==> src/rtl/accum_cpu_core.sv <==
// Accumulator CPU core: five-state fetch/decode/execute machine driving a
// single-ported req/ack memory bus. AC, PC, flags and led are registered;
// the bus request signals are decoded from the registered state.
module accum_cpu_core #(
  parameter int DATA_W = 18,
  parameter int ADDR_W = 13,
  parameter int LED_W  = 10
) (
  input  logic              clk,
  input  logic              reset,
  input  logic              run,
  output logic              mem_req,
  output logic              mem_we,
  output logic [ADDR_W-1:0] mem_addr,
  output logic [DATA_W-1:0] mem_wdata,
  input  logic [DATA_W-1:0] mem_rdata,
  input  logic              mem_ack,
  output logic [DATA_W-1:0] acc_out,
  output logic [ADDR_W-1:0] pc_out,
  output logic [2:0]        flags,
  output logic              halted,
  output logic [LED_W-1:0]  led
);

  typedef enum logic [2:0] {
    FETCH  = 3'd0,
    DECODE = 3'd1,
    MEM_RD = 3'd2,
    MEM_WR = 3'd3,
    HALT   = 3'd4
  } state_t;

  localparam logic [2:0] OP_HLT = 3'd0;
  localparam logic [2:0] OP_LDA = 3'd1;
  localparam logic [2:0] OP_STA = 3'd2;
  localparam logic [2:0] OP_ADD = 3'd3;
  localparam logic [2:0] OP_SUB = 3'd4;
  localparam logic [2:0] OP_AND = 3'd5;
  localparam logic [2:0] OP_JMP = 3'd6;
  localparam logic [2:0] OP_JZ  = 3'd7;

  localparam int MSB = DATA_W - 1;

  state_t             state;
  logic [ADDR_W-1:0]  pc;
  logic [2:0]         ir_op;
  logic [ADDR_W-1:0]  ir_addr;
  logic [DATA_W-1:0]  acc;
  logic               ovf;
  logic               neg;
  logic               zero;
  logic [LED_W-1:0]   led_q;
  // Cleared by reset so the bus stays idle for one cycle after reset even
  // when run is already high.
  logic               armed;

  logic               bus_done;
  logic [DATA_W-1:0]  sum;
  logic [DATA_W-1:0]  diff;
  logic [DATA_W-1:0]  alu_result;
  logic               alu_ovf;

  assign bus_done  = mem_req & mem_ack;
  assign mem_wdata = acc;
  assign acc_out   = acc;
  assign pc_out    = pc;
  assign flags     = {ovf, neg, zero};
  assign halted    = (state == HALT);
  assign led       = led_q;

  // Bus request decode: only FETCH depends on run, data phases always request.
  always_comb begin
    mem_req  = 1'b0;
    mem_we   = 1'b0;
    mem_addr = ir_addr;
    case (state)
      FETCH: begin
        mem_req  = run & armed;
        mem_addr = pc;
      end
      MEM_RD: mem_req = 1'b1;
      MEM_WR: begin
        mem_req = 1'b1;
        mem_we  = 1'b1;
      end
      default: ;
    endcase
  end

  // ALU result for the data-read instructions, with signed overflow detection.
  always_comb begin
    sum        = acc + mem_rdata;
    diff       = acc - mem_rdata;
    alu_result = mem_rdata;
    alu_ovf    = 1'b0;
    case (ir_op)
      OP_ADD: begin
        alu_result = sum;
        alu_ovf    = (acc[MSB] == mem_rdata[MSB]) && (sum[MSB] != acc[MSB]);
      end
      OP_SUB: begin
        alu_result = diff;
        alu_ovf    = (acc[MSB] != mem_rdata[MSB]) && (diff[MSB] != acc[MSB]);
      end
      OP_AND:  alu_result = acc & mem_rdata;
      default: ;
    endcase
  end

  // Control FSM and architectural registers; nothing advances while a bus
  // request waits for its acknowledge.
  always_ff @(posedge clk) begin
    if (reset) begin
      state   <= FETCH;
      pc      <= '0;
      ir_op   <= '0;
      ir_addr <= '0;
      acc     <= '0;
      ovf     <= 1'b0;
      neg     <= 1'b0;
      zero    <= 1'b0;
      led_q   <= '0;
      armed   <= 1'b0;
    end else begin
      armed <= 1'b1;
      led_q <= acc[LED_W-1:0];
      case (state)
        FETCH: begin
          if (bus_done) begin
            ir_op   <= mem_rdata[DATA_W-1 -: 3];
            ir_addr <= mem_rdata[ADDR_W-1:0];
            pc      <= pc + ADDR_W'(1);
            state   <= DECODE;
          end
        end
        DECODE: begin
          case (ir_op)
            OP_HLT: state <= HALT;
            OP_JMP: begin
              pc    <= ir_addr;
              state <= FETCH;
            end
            OP_JZ: begin
              if (zero) pc <= ir_addr;
              state <= FETCH;
            end
            OP_STA:  state <= MEM_WR;
            default: state <= MEM_RD;
          endcase
        end
        MEM_RD: begin
          if (bus_done) begin
            acc   <= alu_result;
            ovf   <= alu_ovf;
            neg   <= alu_result[MSB];
            zero  <= (alu_result == '0);
            state <= FETCH;
          end
        end
        MEM_WR: begin
          if (bus_done) state <= FETCH;
        end
        HALT:    state <= HALT;
        default: state <= FETCH;
      endcase
    end
  end

endmodule

==> config.mk <==
export PLATFORM = sky130hd
export DESIGN_NAME = accum_cpu_core
export DESIGN_NICKNAME = d
export VERILOG_FILES = /design/src/rtl/accum_cpu_core.sv
export SDC_FILE = /design/constraint.sdc
export NUM_CORES = 1
export LEC_CHECK = 0
export ABC_AREA = 0
export BUFFER_PORTS_ARGS = -buffer_cell sky130_fd_sc_hd__buf_2
export CELL_PAD_IN_SITES_DETAIL_PLACEMENT = 1
export CELL_PAD_IN_SITES_GLOBAL_PLACEMENT = 1
export CORE_UTILIZATION = 35
export CTS_CLUSTER_SIZE = 20
export DETAILED_ROUTE_END_ITERATION = 6
export PLACE_DENSITY = 0.73
export SKIP_LAST_GASP = 1
export SYNTH_ARGS = -nofsm -noshare
export SYNTH_HDL_FRONTEND = slang
export SYNTH_SLANG_ARGS = --single-unit
export TNS_END_PERCENT = 10
==> constraint.sdc <==
create_clock -name clk -period 5.3 [get_ports clk]
set_input_delay 1.325 -clock clk [delete_from_list [all_inputs] [get_ports clk]]
set_output_delay 1.325 -clock clk [all_outputs]
set_load 0.005 [all_outputs]
==> out/results.env, run 1 <==
SYNTH_SEQ_AREA_SHARE=0.2345
RSZ0062_AT_GRT='no'
RATIO_OF_CELLS_WITH_DRIVE_ABOVE_1_IN_THE_FINAL_LAYOUT=0.2003
PLACE.DETAILED.HPWL_MM=14.22
DRC=0
DIE_W_UM=126.0
POST_SYNTH.CELL_AREA_AVG_UM2=7.228
SYNTHTOPCELLSBYAREA='dfxtp_1, ha_1, nand2_1'
SHARE_OF_TOTAL_POWER_IN_THE_CLOCK_NETWORK=0.456
FINALSETUPVIOLCOUNT=0
IO_BUFFER_COUNT=99
SYNTHARSTFLOPSHARE=0
PWR-SHARE-COMB=0.143
FINAL_CORE_UTIL=0.4132
SEQ_POWER_SHARE=0.401
HOLDBUFCOUNTCTS=0
POST_SYNTH_AND_OR_NAND_NOR_AREA_FRACTION=0.2420
DIE_H_UM=126.0
TIMING_HOLD_VIOLATIONS_FINAL=0
YS.FLOP_TYPE='dfxtp_1'
YOSYS.AREA.TOP_TYPE_SHARE=0.2345
POSTROUTEWIRELENGTH_MM=19.37
CRIT_REQUIRED_NS=5.54
GRT_ANTENNA_BEFORE_REPAIR=0
RELSLEWSLACK=0.2440
FINALSETUPTNS_NS=0
SYNTH_LARGEST_AREA_CELL='dfxtp_1'
WIRE_PER_INST_UM=19.71
P_SWITCHING_mW=0.3656
END_KIND='flop'
VIASPERCELL=5.917
HTREE_NUM_LEVELS=3
YOSYS.AREA_SHARE.ADDER=0.09353
LAYOUT_WORST_PATH_CYCLE_SHARE=0.7512
FLOORPLAN.IO_PINS=100
POWER_mW=1.224
SYNTH.MUX.AREA_FRACTION=0.03839
DESIGN.FINAL.NETS=855
MIN_PATH_CELLS=2
FIRST_GLOBAL_VIAS=5841
CP-START-KIND='input port'
SYNTHESIS.NETS=805
YOSYSWARNINGS=0
R2R-START='ir_op[2]'
SYNTH-EDFF-COUNT=0
INITIAL_UTILIZATION=0.3645
WORST_SETUP_HOLD_PATH_CLK_SLEW_NS=0.06
SLEW_VIOLATIONS=0
DETAIL-ROUTE-ANTENNA-NETS=0
FIRST_ITER_VIOLATIONS=339
SYNTH_CELL_TYPE_COUNT=73
OUTCOME='finished, final reports clean'
TRITONCTS='done'
CLOCK_LATENCY_ON_THE_WORST_SKEW_PAIR_NS=0.34
TRACK_USAGE=0.2458
PRE_CTS_WS_NS=1.060
ROOT_BUFFER='clkbuf_16'
TIMING.REG2REG.SETUP_SLACK_NS=1.96
POST-ROUTE-WORST-SETUP-SLACK_NS=1.319
TOTAL_OVERFLOW_REPORTED_BY_THE_GLOBAL_ROUTER=0
SYNTH_COMPOUND_GATE_AREA_SHARE=0.2822
P_INT_mW=0.8586
CTS_RESIZES=0
P_LEAK_nW=2.716
CRITPATHKIND='in2reg'
MAX_CLK_RATE_MHz=251.2
TOTAL_ITERATIONS_OF_THE_FIRST_DETAILED_ROUTING_RUN=4
TIMING.MAX_CAP.VIOLATIONS=0
P_SW_FRAC=0.2986
MIN-DELAY-PATH-CLASS='reg2reg'
WHS_ENDPOINT='ovf'
GP_CONGESTION=0.9093
CELL_AREA_AFTER_SYNTHESIS_UM2=5378
RR_WORST_DEPTH=8
CLOCKBUFFERDEPTH=2
POSTCTSSETUPREPAIRBUFS=0
CP_MAX_FO=10
MAXIMUM_NUMBER_OF_PINS_ON_ONE_NET_BEFORE_GLOBAL_ROUTE_REPAIR=61
CORE.ROWCOUNT=44
ROUTED-VIA-COUNT=5816
SYNTH_CELLS=744
CTS_MADE_BUFFERS=9
COREAREA_UM2=14750
AREAGROWTHSYNTHTOFINISH_PCT=13.36
PERIOD_MINUS_SLACK_NS=3.981
SYNTH_TOP_FAMILY_BY_AREA='compound AO/OA/AOI/OAI gates'
DESIGN.DIE.AREA_UM2=15860
SYNTH_SEQ_CELLS=63
WORST_EP_ARRIVAL_TIME_NS=4.22
POWER.DENSITY_CELL_AREA_nW_PER_UM2=200.8
CRITICAL_PATH.REG2REG.ENDPOINT='zero'
HOLDCRITSTARTPOINT='ovf'
GRT_PASS1_WL_MM=30.73
MAX_SLEW.WORST_PIN.SLEW_NS=1.128
CTS.SINK_COUNT=63
POST_SYNTH_XOR_AREA_FRACTION=0.009772
VDD_DROP_MAX_uV=155.9
NUM_ANTENNA_CELLS=0
TIMING.CLOCK.SKEW_NS=0.005761
per-layer routing:
layer  global-route usage  vias to the layer above  routed length (um)
li1                     -                     2759                   -
met1               0.3079                     2853                8859
met2               0.4270                      171                9269
met3              0.03186                       33                 821
met4              0.09497                        0                 422
met5                    0                        -                   0
kinds of logic (layout without fill, tap and decap cells):
logic type                 after synthesis  in the layout
and+or+nand+nor                        279            279
AOI/OAI and AO/OA                      226            226
adders and majority gates               39             39
buffers and inverters                  112            167
muxes                                   19             19
DFF                                     63             63
xor gates and xnor gates                 6              6
synth_stat cells, types with 4 or more instances:
| library cell | n |
|---|---|
| buf_2 | 10 |
| nor2b_1 | 18 |
| o32ai_1 | 4 |
| a211oi_1 | 15 |
| nand4_1 | 5 |
| buf_4 | 25 |
| a21o_1 | 9 |
| a22o_1 | 11 |
| nor2_1 | 68 |
| ha_1 | 37 |
| o31ai_1 | 6 |
| o2111ai_1 | 4 |
| a22oi_1 | 9 |
| clkbuf_1 | 34 |
| nand2b_1 | 8 |
| dfxtp_1 | 63 |
| a221oi_1 | 5 |
| nor3_1 | 21 |
| nand3_1 | 23 |
| nor4_1 | 8 |
| mux2i_1 | 6 |
| mux2_2 | 13 |
| o211ai_1 | 4 |
| a31oi_1 | 6 |
| nand2_1 | 99 |
| xnor2_1 | 6 |
| a21oi_1 | 74 |
| o221ai_1 | 5 |
| and3_1 | 7 |
| o21ai_0 | 35 |
| inv_1 | 38 |
worst max-delay path: stages:
cell,delay [ns]
buf_2,0.13
inv_1,0.06
ha_1,0.48
nor2_1,0.11
o311ai_1,0.45
a21oi_1,0.23
o31ai_1,0.51
nor4_1,0.11
nor3_1,0.27
mux2i_1,0.11
a21oi_1,0.20
nand4_1,0.11
o32ai_1,0.13
power by group through the flow:
| stage | Sequential, mW | Combinational, mW | Clock, mW |
|---|---|---|---|
| finish | 0.491 | 0.175 | 0.558 |
| global route | 0.492 | 0.192 | 0.594 |
| CTS | 0.491 | 0.174 | 0.577 |
| detailed placement | 0.501 | 0.172 | 0 |
| global placement | 0.501 | 0.167 | 0 |
| floorplan | 0.495 | 0.120 | 0 |
flip-flops by register name, indices dropped and copies added (netlist names), 3 cells and up:
register / cells
acc_out: 18
state: 3
ir_op: 3
ir_addr: 13
led: 10
pc_out: 13
per-stage QoR:
step                      hold WS, ns  instance area [um^2]  cells
after floorplan                0.4367                  5378    744
after global placement         0.4495                  5822    967
after detailed placement       0.4472                  5822    967
after CTS                      0.4547                  6096    983
after global routing           0.4712                  6096    983
final                          0.4549                  6096    983
layout make-up:
class	count	area (um^2)
Clock buffer	9	225.2
Multi-Input combinational cell	569	3591
Sequential cell	63	1261
Timing Repair Buffer	112	593.1
Clock inverter	7	48.80
Fill cell	1910	8658
Tap cell	184	230.2
Inverter	39	146.4
layout by cell type, fill, tap and decap left out, types with 5 or more instances in the layout:
cell type,instances
xnor2_1,6
nor3_1,19
a22o_1,11
nand2b_1,8
nor4_1,8
a221oi_1,5
inv_1,38
and3_1,7
a21o_1,9
nor2_1,68
dfxtp_1,63
nand3_1,23
nor2b_1,18
nand4_1,5
o21ai_0,35
ha_1,37
a22oi_1,9
o221ai_1,5
mux2_2,13
o31ai_1,6
a21oi_1,74
a211oi_1,15
nand2_1,99
a31oi_1,6
buf_4,13
clkbuf_16,9
mux2i_1,6
buf_2,99
worst max path at each step:
stage	from	end	slack [ns]	cells past startpoint
after CTS	mem_rdata[2]	zero	1.40	13
after detailed placement	mem_rdata[2]	zero	1.06	13
after global placement	mem_rdata[10]	acc_out[15]	1.16	12
after global routing	mem_rdata[2]	zero	1.09	13
final	mem_rdata[2]	zero	1.32	13
after floorplan	mem_rdata[0]	zero	1.69	12
(Power assumes the default switching activity.)
==> inputs of run 2 (changes only) <==
--- a/config.mk
+++ b/config.mk
@@ -5,14 +5,14 @@
 export SDC_FILE = /design/constraint.sdc
 export NUM_CORES = 1
 export LEC_CHECK = 0
-export ABC_AREA = 0
+export ABC_AREA = 1
 export BUFFER_PORTS_ARGS = -buffer_cell sky130_fd_sc_hd__buf_2
 export CELL_PAD_IN_SITES_DETAIL_PLACEMENT = 1
 export CELL_PAD_IN_SITES_GLOBAL_PLACEMENT = 1
 export CORE_UTILIZATION = 35
 export CTS_CLUSTER_SIZE = 20
 export DETAILED_ROUTE_END_ITERATION = 6
-export PLACE_DENSITY = 0.73
+export PLACE_DENSITY = 0.76
 export SKIP_LAST_GASP = 1
 export SYNTH_ARGS = -nofsm -noshare
 export SYNTH_HDL_FRONTEND = slang
==> constraint.sdc (replaced) <==
create_clock -name clk -period 3.9 [get_ports clk]
set_input_delay 0.975 -clock clk [delete_from_list [all_inputs] [get_ports clk]]
set_output_delay 0.975 -clock clk [all_outputs]
set_load 0.005 [all_outputs]
==> out/results.env, run 2 <==
CTS_MADE_BUFFERS=9  # unchanged
SYNTH_SEQ_CELLS=63  # unchanged
COREAREA_UM2=15310  # was 14,750 um^2
FLOORPLAN.IO_PINS=100  # unchanged
TRITONCTS='done'  # unchanged
MULTI_INPUT_AREA_UM2=3402  # was 3591 um^2
CLOCK_LATENCY_ON_THE_WORST_SKEW_PAIR_NS=0.33  # was 0.34 ns
GRT_ANTENNA_BEFORE_REPAIR=0  # unchanged
PLACE.DETAILED.HPWL_MM=15.66  # was 14.22 mm
FIRST_ITER_VIOLATIONS=312  # was 339
SYNTHARSTFLOPSHARE=0  # unchanged
SYNTH_LARGEST_AREA_CELL='dfxtp_1'  # unchanged
HOLD_SLACK_NS=0.4677  # was 0.4549 ns
POST_SYNTH.CELL_AREA_AVG_UM2=5.958  # was 7.228 um^2
INITIAL_UTILIZATION=0.3614  # was 0.3645
FINAL_CELLS=1203  # was 983
TRACK_USAGE=0.2449  # was 0.2458
YOSYSWARNINGS=0  # unchanged
CRIT_PATH_MAX_INCR_DELAY_NS=0.69  # was 0.51 ns
GP_CONGESTION=0.9414  # was 0.9093
CRITICAL-PATH-SLOWEST-CELL='nand2_1'  # was o31ai_1
FLIP_FLOP_COUNT_OF_THE_LARGEST_REGISTER_ALL_COPIES_AND_WORDS_ADDED=18  # unchanged
CELL_AREA_AFTER_SYNTHESIS_UM2=5535  # was 5378 um^2
RATIO_OF_CELLS_WITH_DRIVE_ABOVE_1_IN_THE_FINAL_LAYOUT=0.1482  # was 0.2003
FINAL_CORE_UTIL=0.4106  # was 0.4132
SYNTH_CELL_TYPE_COUNT=45  # was 73
END_KIND='flop'  # unchanged
TIMING.MAX_CAP.VIOLATIONS=0  # unchanged
WORSTPATHCELLLIST='nor2_1 -> nand2_1 -> o21ai_2 -> nand3_2 -> nand2_1 -> inv_2 -> a21oi_1 -> o21ai_0 -> a21oi_1'  # was buf_2 -> inv_1 -> ha_1 -> nor2_1 -> o311ai_1 -> a21oi_1 -> o31ai_1 -> nor4_1 -> nor3_1 -> mux2i_1 -> a21oi_1 -> nand4_1 -> o32ai_1
TOTAL_OVERFLOW_REPORTED_BY_THE_GLOBAL_ROUTER=0  # unchanged
GRT_PASS1_WL_MM=31.39  # was 30.73 mm
P_LEAK_nW=3.189  # was 2.716 nW
TIMING_HOLD_VIOLATIONS_FINAL=0  # unchanged
MAXIMUM_NUMBER_OF_PINS_ON_ONE_NET_BEFORE_GLOBAL_ROUTE_REPAIR=34  # was 61
SYNTH_CELLS=929  # was 744
MAX_SLEW.WORST_PIN.SLEW_NS=0.8242  # was 1.128 ns
HOLDBUFCOUNTCTS=0  # unchanged
DETAILED_PLACE.AREA_UM2=6011  # was 5822 um^2
CP-START-KIND='flop'  # was input port
MOST_COMMON_CELL_AFTER_LAYOUT_FILL_AND_TAPS_ASIDE='nand2_1'
TOTAL_ITERATIONS_OF_THE_FIRST_DETAILED_ROUTING_RUN=5  # was 4
DIE_W_UM=127.8  # was 126.0 um
CTS.SINK_COUNT=63  # unchanged
FILLERINSTANCES=2189  # was 1,910
VDD_DROP_MAX_uV=214.5  # was 155.9 uV
FINISH.INSTANCE_AREA_UM2=6289  # was 6096 um^2
POSTCTSSETUPREPAIRBUFS=0  # unchanged
DPL.CELL_COUNT=1187  # was 967
YOSYS.AREA.TOP_TYPE_SHARE=0.2278  # was 0.2345
RSZ0062_AT_GRT='no'  # unchanged
FINAL-SEQ-AREA_UM2=1261  # unchanged
DESIGN.DIE.AREA_UM2=16320  # was 15,860 um^2
CRITPATHKIND='reg2reg'  # was in2reg
SLEW_VIOLATIONS=0  # unchanged
CLOCKBUFFERDEPTH=2  # unchanged
ROOT_BUFFER='clkbuf_16'  # unchanged
RELSLEWSLACK=0.4499  # was 0.2440
CORE.ROWCOUNT=45  # was 44
CP_MAX_FO=33  # was 10
LAYOUT_WORST_PATH_CYCLE_SHARE=0.8536
WORST_EP_ARRIVAL_TIME_NS=3.59  # was 4.22 ns
HTREE_NUM_LEVELS=3  # unchanged
WORST_SETUP_HOLD_PATH_CLK_SLEW_NS=0.05  # was 0.06 ns
MIN-DELAY-PATH-CLASS='reg2reg'  # unchanged
SYNTHESIS.NETS=990  # was 805
SYNTHMOSTINSTANTIATEDCELL='nand2_1'  # unchanged
CTS_RESIZES=0  # unchanged
SYNTH-EDFF-COUNT=0  # unchanged
CRIT_REQUIRED_NS=4.16  # was 5.54 ns
WIRE_PER_INST_UM=16.28  # was 19.71 um
FIRST_GLOBAL_VIAS=6121  # was 5,841
POWER.DENSITY_CELL_AREA_nW_PER_UM2=395.4  # was 200.8 nW/um^2
POSTROUTEWIRELENGTH_MM=19.58  # was 19.37 mm
AREAGROWTHSYNTHTOFINISH_PCT=13.61  # was 13.36%
IO_BUFFER_COUNT=99  # unchanged
SYNTH_TOP_CELLS_BY_COUNT='nand2_1, inv_1, nor2_1'  # was nand2_1, a21oi_1, nor2_1
DIE_H_UM=127.8  # was 126.0 um
VIASPERCELL=5.140  # was 5.917
ROUTED-VIA-COUNT=6184  # was 5,816
DRC=0  # unchanged
DESIGN.FINAL.NETS=1048  # was 855
OUTCOME='finished, final reports clean'  # unchanged
MAX_CLK_RATE_MHz=300.4
YS.FLOP_TYPE='dfxtp_1'  # unchanged
SYNTH_SEQ_AREA_SHARE=0.2278  # was 0.2345
FINALSETUPVIOLCOUNT=0  # unchanged
SYNTHTOPCELLSBYAREA='dfxtp_1, nand2_1, inv_1'  # was dfxtp_1, ha_1, nand2_1
FINALSETUPTNS_NS=0  # unchanged
MOSTFREQUENTLAYOUTCELLS='nand2_1, inv_1, buf_2, nor2_1, nand3_1'  # was nand2_1, buf_2, a21oi_1, nor2_1, dfxtp_1
DETAIL-ROUTE-ANTENNA-NETS=0  # unchanged
NUM_ANTENNA_CELLS=0  # unchanged
TIMING.CLOCK.SKEW_NS=0.007222  # was 0.005761 ns
PERIOD_MINUS_SLACK_NS=3.329
[run 2: worst max-delay path, delay by kind of cell, from the launching register on]
kind	cells	cell delay (ns)
buffers and inverters	1	0.24
AOI/OAI and AO/OA	4	0.78
and+or+nand+nor	4	1.87
DFF	1	0.35
[run 2: metrics by stage]
step / setup slack, ns / total power [mW]
after detailed placement: 0.3523 / 1.739
after CTS: 0.5324 / 2.511
after global placement: 0.3555 / 1.717
after floorplan: 1.167 / 1.441
after global routing: 0.1716 / 2.650
final: 0.5709 / 2.486
[run 2: cell families after synthesis]
| logic type | Yosys count | synth area share |
|---|---|---|
| fa+ha+maj | 39 | 0.09087 |
| xor+xnor | 3 | 0.004748 |
| simple gates | 459 | 0.3576 |
| buf+inv | 201 | 0.1585 |
| flops | 63 | 0.2278 |
| compound gates | 164 | 0.1605 |
[run 2: area by class of cell]
cell class / count / area share
well taps: 211 / 0.04198
inverters: 142 / 0.08516
multi-input cells: 665 / 0.5410
clock buffers: 13 / 0.04138
flip-flops and latches: 63 / 0.2006
repair buffers: 106 / 0.08715
clock inverters: 3 / 0.002786
[run 2: path summary, 6_finish.rpt]
kind	from	end	slack [ns]	depth (start not counted)
worst min-delay path	ir_addr[9]	ir_addr[9]	0.47	2
worst min register to register	ir_addr[9]	ir_addr[9]	0.47	2
worst max-delay path	state[0]	pc_out[8]	0.57	9
worst max register to register	state[0]	pc_out[8]	0.57	9
[run 2: where the power goes]
part	internal (mW)	switching (mW)	total [mW]
clock network	0.463	0.295	0.758
registers	0.720	0.0779	0.798
logic	0.276	0.654	0.930
[run 2: per-layer routing]
layer / wire, um / part of all wire / global-route usage / up-vias
li1: - / - / - / 3085
met1: 9189 / 0.47 / 0.3134 / 2922
met2: 9275 / 0.47 / 0.4306 / 154
met3: 713 / 0.036 / 0.02796 / 23
met4: 404 / 0.021 / 0.07197 / 0
met5: 0 / 0 / 0 / -
==> inputs of run 3 (changes only) <==
--- a/config.mk
+++ b/config.mk
@@ -12,6 +12,7 @@
 export CORE_UTILIZATION = 35
 export CTS_CLUSTER_SIZE = 20
 export DETAILED_ROUTE_END_ITERATION = 6
+export MAX_ROUTING_LAYER = met4
 export PLACE_DENSITY = 0.76
 export SKIP_LAST_GASP = 1
 export SYNTH_ARGS = -nofsm -noshare
==> constraint.sdc (replaced) <==
create_clock -name clk -period 3.9 [get_ports clk]
set_input_delay 0.39 -clock clk [delete_from_list [all_inputs] [get_ports clk]]
set_output_delay 0.39 -clock clk [all_outputs]
set_load 0.005 [all_outputs]
==> out/results.env, run 3 (same netlist as run 2, synthesis figures left out) <==
WORST_EP_ARRIVAL_TIME_NS=3.18  # was 3.59 ns
CTS_MADE_BUFFERS=9  # unchanged
WIRE_PER_INST_UM=16.58  # was 16.28 um
POWER.DENSITY_CELL_AREA_nW_PER_UM2=428.5  # was 395.4 nW/um^2
TRACK_USAGE=0.2592  # was 0.2449
DESIGN.FINAL.NETS=1047  # was 1,048
AREAGROWTHSYNTHTOFINISH_PCT=15.10  # was 13.61%
RELSLEWSLACK=0.2171  # was 0.4499
CP-START-KIND='flop'  # unchanged
DESIGN.DIE.AREA_UM2=16320  # unchanged
PLACE.DETAILED.HPWL_MM=15.48  # was 15.66 mm
DIE_H_UM=127.8  # unchanged
TIMING.REG2REG.SETUP_SLACK_NS=0.98  # was 0.57 ns
POSTCTSSETUPREPAIRBUFS=0  # unchanged
CTS.SINK_COUNT=63  # unchanged
GRT_PASS1_WL_MM=32.17  # was 31.39 mm
R2R-START='acc_out[0]'  # was state[0]
TIMING.CLOCK.SKEW_NS=0.01063  # was 0.007222 ns
CRIT_REQUIRED_NS=4.16  # about the same
PERIOD_MINUS_SLACK_NS=2.921  # was 3.329 ns
CRITPATHKIND='reg2reg'  # unchanged
FLIP_FLOP_COUNT_OF_THE_LARGEST_REGISTER_ALL_COPIES_AND_WORDS_ADDED=18  # unchanged
ROOT_BUFFER='clkbuf_16'  # unchanged
MIN-DELAY-PATH-CLASS='in2reg'  # was reg2reg
IO_BUFFER_COUNT=99  # unchanged
CLOCK_LATENCY_ON_THE_WORST_SKEW_PAIR_NS=0.34  # was 0.33 ns
MAXIMUM_NUMBER_OF_PINS_ON_ONE_NET_BEFORE_GLOBAL_ROUTE_REPAIR=40  # was 34
HOLDBUFCOUNTCTS=0  # unchanged
P_LEAK_nW=3.227  # was 3.189 nW
VIASPERCELL=5.215  # was 5.140
TOTAL_OVERFLOW_REPORTED_BY_THE_GLOBAL_ROUTER=0  # unchanged
MOSTFREQUENTLAYOUTCELLS='nand2_1, inv_1, buf_2, nor2_1, nand3_1'  # unchanged
FIRST_ITER_VIOLATIONS=281  # was 312
HOLD_SLACK_NS=0.3947  # was 0.4677 ns
COREAREA_UM2=15310  # unchanged
END_KIND='flop'  # unchanged
DIE_W_UM=127.8  # unchanged
GRT_ANTENNA_BEFORE_REPAIR=0  # unchanged
TRITONCTS='done'  # unchanged
MOST_COMMON_CELL_AFTER_LAYOUT_FILL_AND_TAPS_ASIDE='nand2_1'  # unchanged
TIMING_HOLD_VIOLATIONS_FINAL=0  # unchanged
ROUTED-VIA-COUNT=6268  # was 6,184
MAX_SLEW.WORST_PIN.SLEW_NS=1.173  # was 0.8242 ns
DRC=0  # unchanged
CP-ENDPOINT='zero'  # was pc_out[8]
INITIAL_UTILIZATION=0.3614  # unchanged
FINALSETUPVIOLCOUNT=0  # unchanged
CRITICAL_PATH.REG2REG.ENDPOINT='zero'  # was pc_out[8]
LAYOUT_WORST_PATH_CYCLE_SHARE=0.7489  # was 0.8536
VDD_DROP_MAX_uV=310.2  # was 214.5 uV
OUTCOME='finished, final reports clean'  # unchanged
CORE.ROWCOUNT=45  # unchanged
FIRST_GLOBAL_VIAS=6208  # was 6,121
CP_MAX_FO=5  # was 33
NUM_ANTENNA_CELLS=0  # unchanged
CTS_RESIZES=0  # unchanged
RSZ0062_AT_GRT='no'  # unchanged
MAX_CLK_RATE_MHz=342.4  # was 300.4 MHz
TOTAL_ITERATIONS_OF_THE_FIRST_DETAILED_ROUTING_RUN=5  # unchanged
WORSTSETUPSTARTPOINT='acc_out[0]'  # was state[0]
FINAL_CORE_UTIL=0.4160  # was 0.4106
CLOCKBUFFERDEPTH=2  # unchanged
FINALSETUPTNS_NS=0  # unchanged
DETAIL-ROUTE-ANTENNA-NETS=0  # unchanged
FLOORPLAN.IO_PINS=100  # unchanged
RATIO_OF_CELLS_WITH_DRIVE_ABOVE_1_IN_THE_FINAL_LAYOUT=0.1504  # was 0.1482
GP_CONGESTION=0.9042  # was 0.9414
RR_WORST_DEPTH=16  # was 9
POSTROUTEWIRELENGTH_MM=19.93  # was 19.58 mm
SLEW_VIOLATIONS=0  # unchanged
HTREE_NUM_LEVELS=3  # unchanged
WORST_SETUP_HOLD_PATH_CLK_SLEW_NS=0.06  # was 0.05 ns
TIMING.MAX_CAP.VIOLATIONS=0  # unchanged
[run 3: worst max-delay path: stages (launching register included)]
cell	delay (ns)
dfxtp_1	0.41
inv_1	0.15
ha_1	0.22
fa_1	0.39
inv_1	0.07
nand2_1	0.07
nand2_1	0.15
nand3_1	0.13
nand2_1	0.16
nand2_1	0.07
nand3_1	0.08
nand4_1	0.16
nor2_1	0.28
nand3_1	0.17
nor2_1	0.12
nand4_1	0.08
a21oi_1	0.13
[run 3: per-layer routing]
layer  GRT usage  wire length [um]
met3     0.03464               924
met2      0.4246              9180
met4     0.08789               527
met1      0.3276              9294
met5           -                 0
[run 3: area by class of cell]
| type | count | area (um^2) |
|---|---|---|
| Tap cell | 211 | 264.0 |
| Clock buffer | 12 | 266.5 |
| Inverter | 142 | 535.5 |
| Multi-Input combinational cell | 665 | 3405 |
| Fill cell | 2160 | 8944 |
| Sequential cell | 63 | 1261 |
| Clock inverter | 4 | 98.84 |
| Timing Repair Buffer | 105 | 540.5 |
[run 3: where the power goes]
group          total (mW)  switching, mW  leakage (nW)  internal (mW)
registers           0.798         0.0781         0.510          0.720
clock network       0.992          0.313         0.179          0.679
logic               0.940          0.663          2.54          0.278
total                2.73           1.05          3.23           1.68
[run 3: metrics by stage]
step	instance area (um^2)	setup slack (ns)	cells	power (mW)
final	6371	0.9792	1202	2.730
after global routing	6371	0.6490	1202	2.898
after CTS	6371	0.9898	1202	2.738
after detailed placement	6006	1.053	1186	1.737
after global placement	6006	1.099	1186	1.718
after floorplan	5535	1.737	929	1.441
[run 3: how the worst min path moves through the flow]
| stage | cells past startpoint | startpoint | end |
|---|---|---|---|
| after global routing | 3 | mem_rdata[15] | ir_op[0] |
| after CTS | 3 | mem_rdata[17] | ir_op[2] |
| after detailed placement | 2 | ir_addr[2] | ir_addr[2] |
| after floorplan | 2 | ir_addr[5] | ir_addr[5] |
| final | 3 | mem_rdata[17] | ir_op[2] |
| after global placement | 2 | ir_addr[1] | ir_addr[1] |
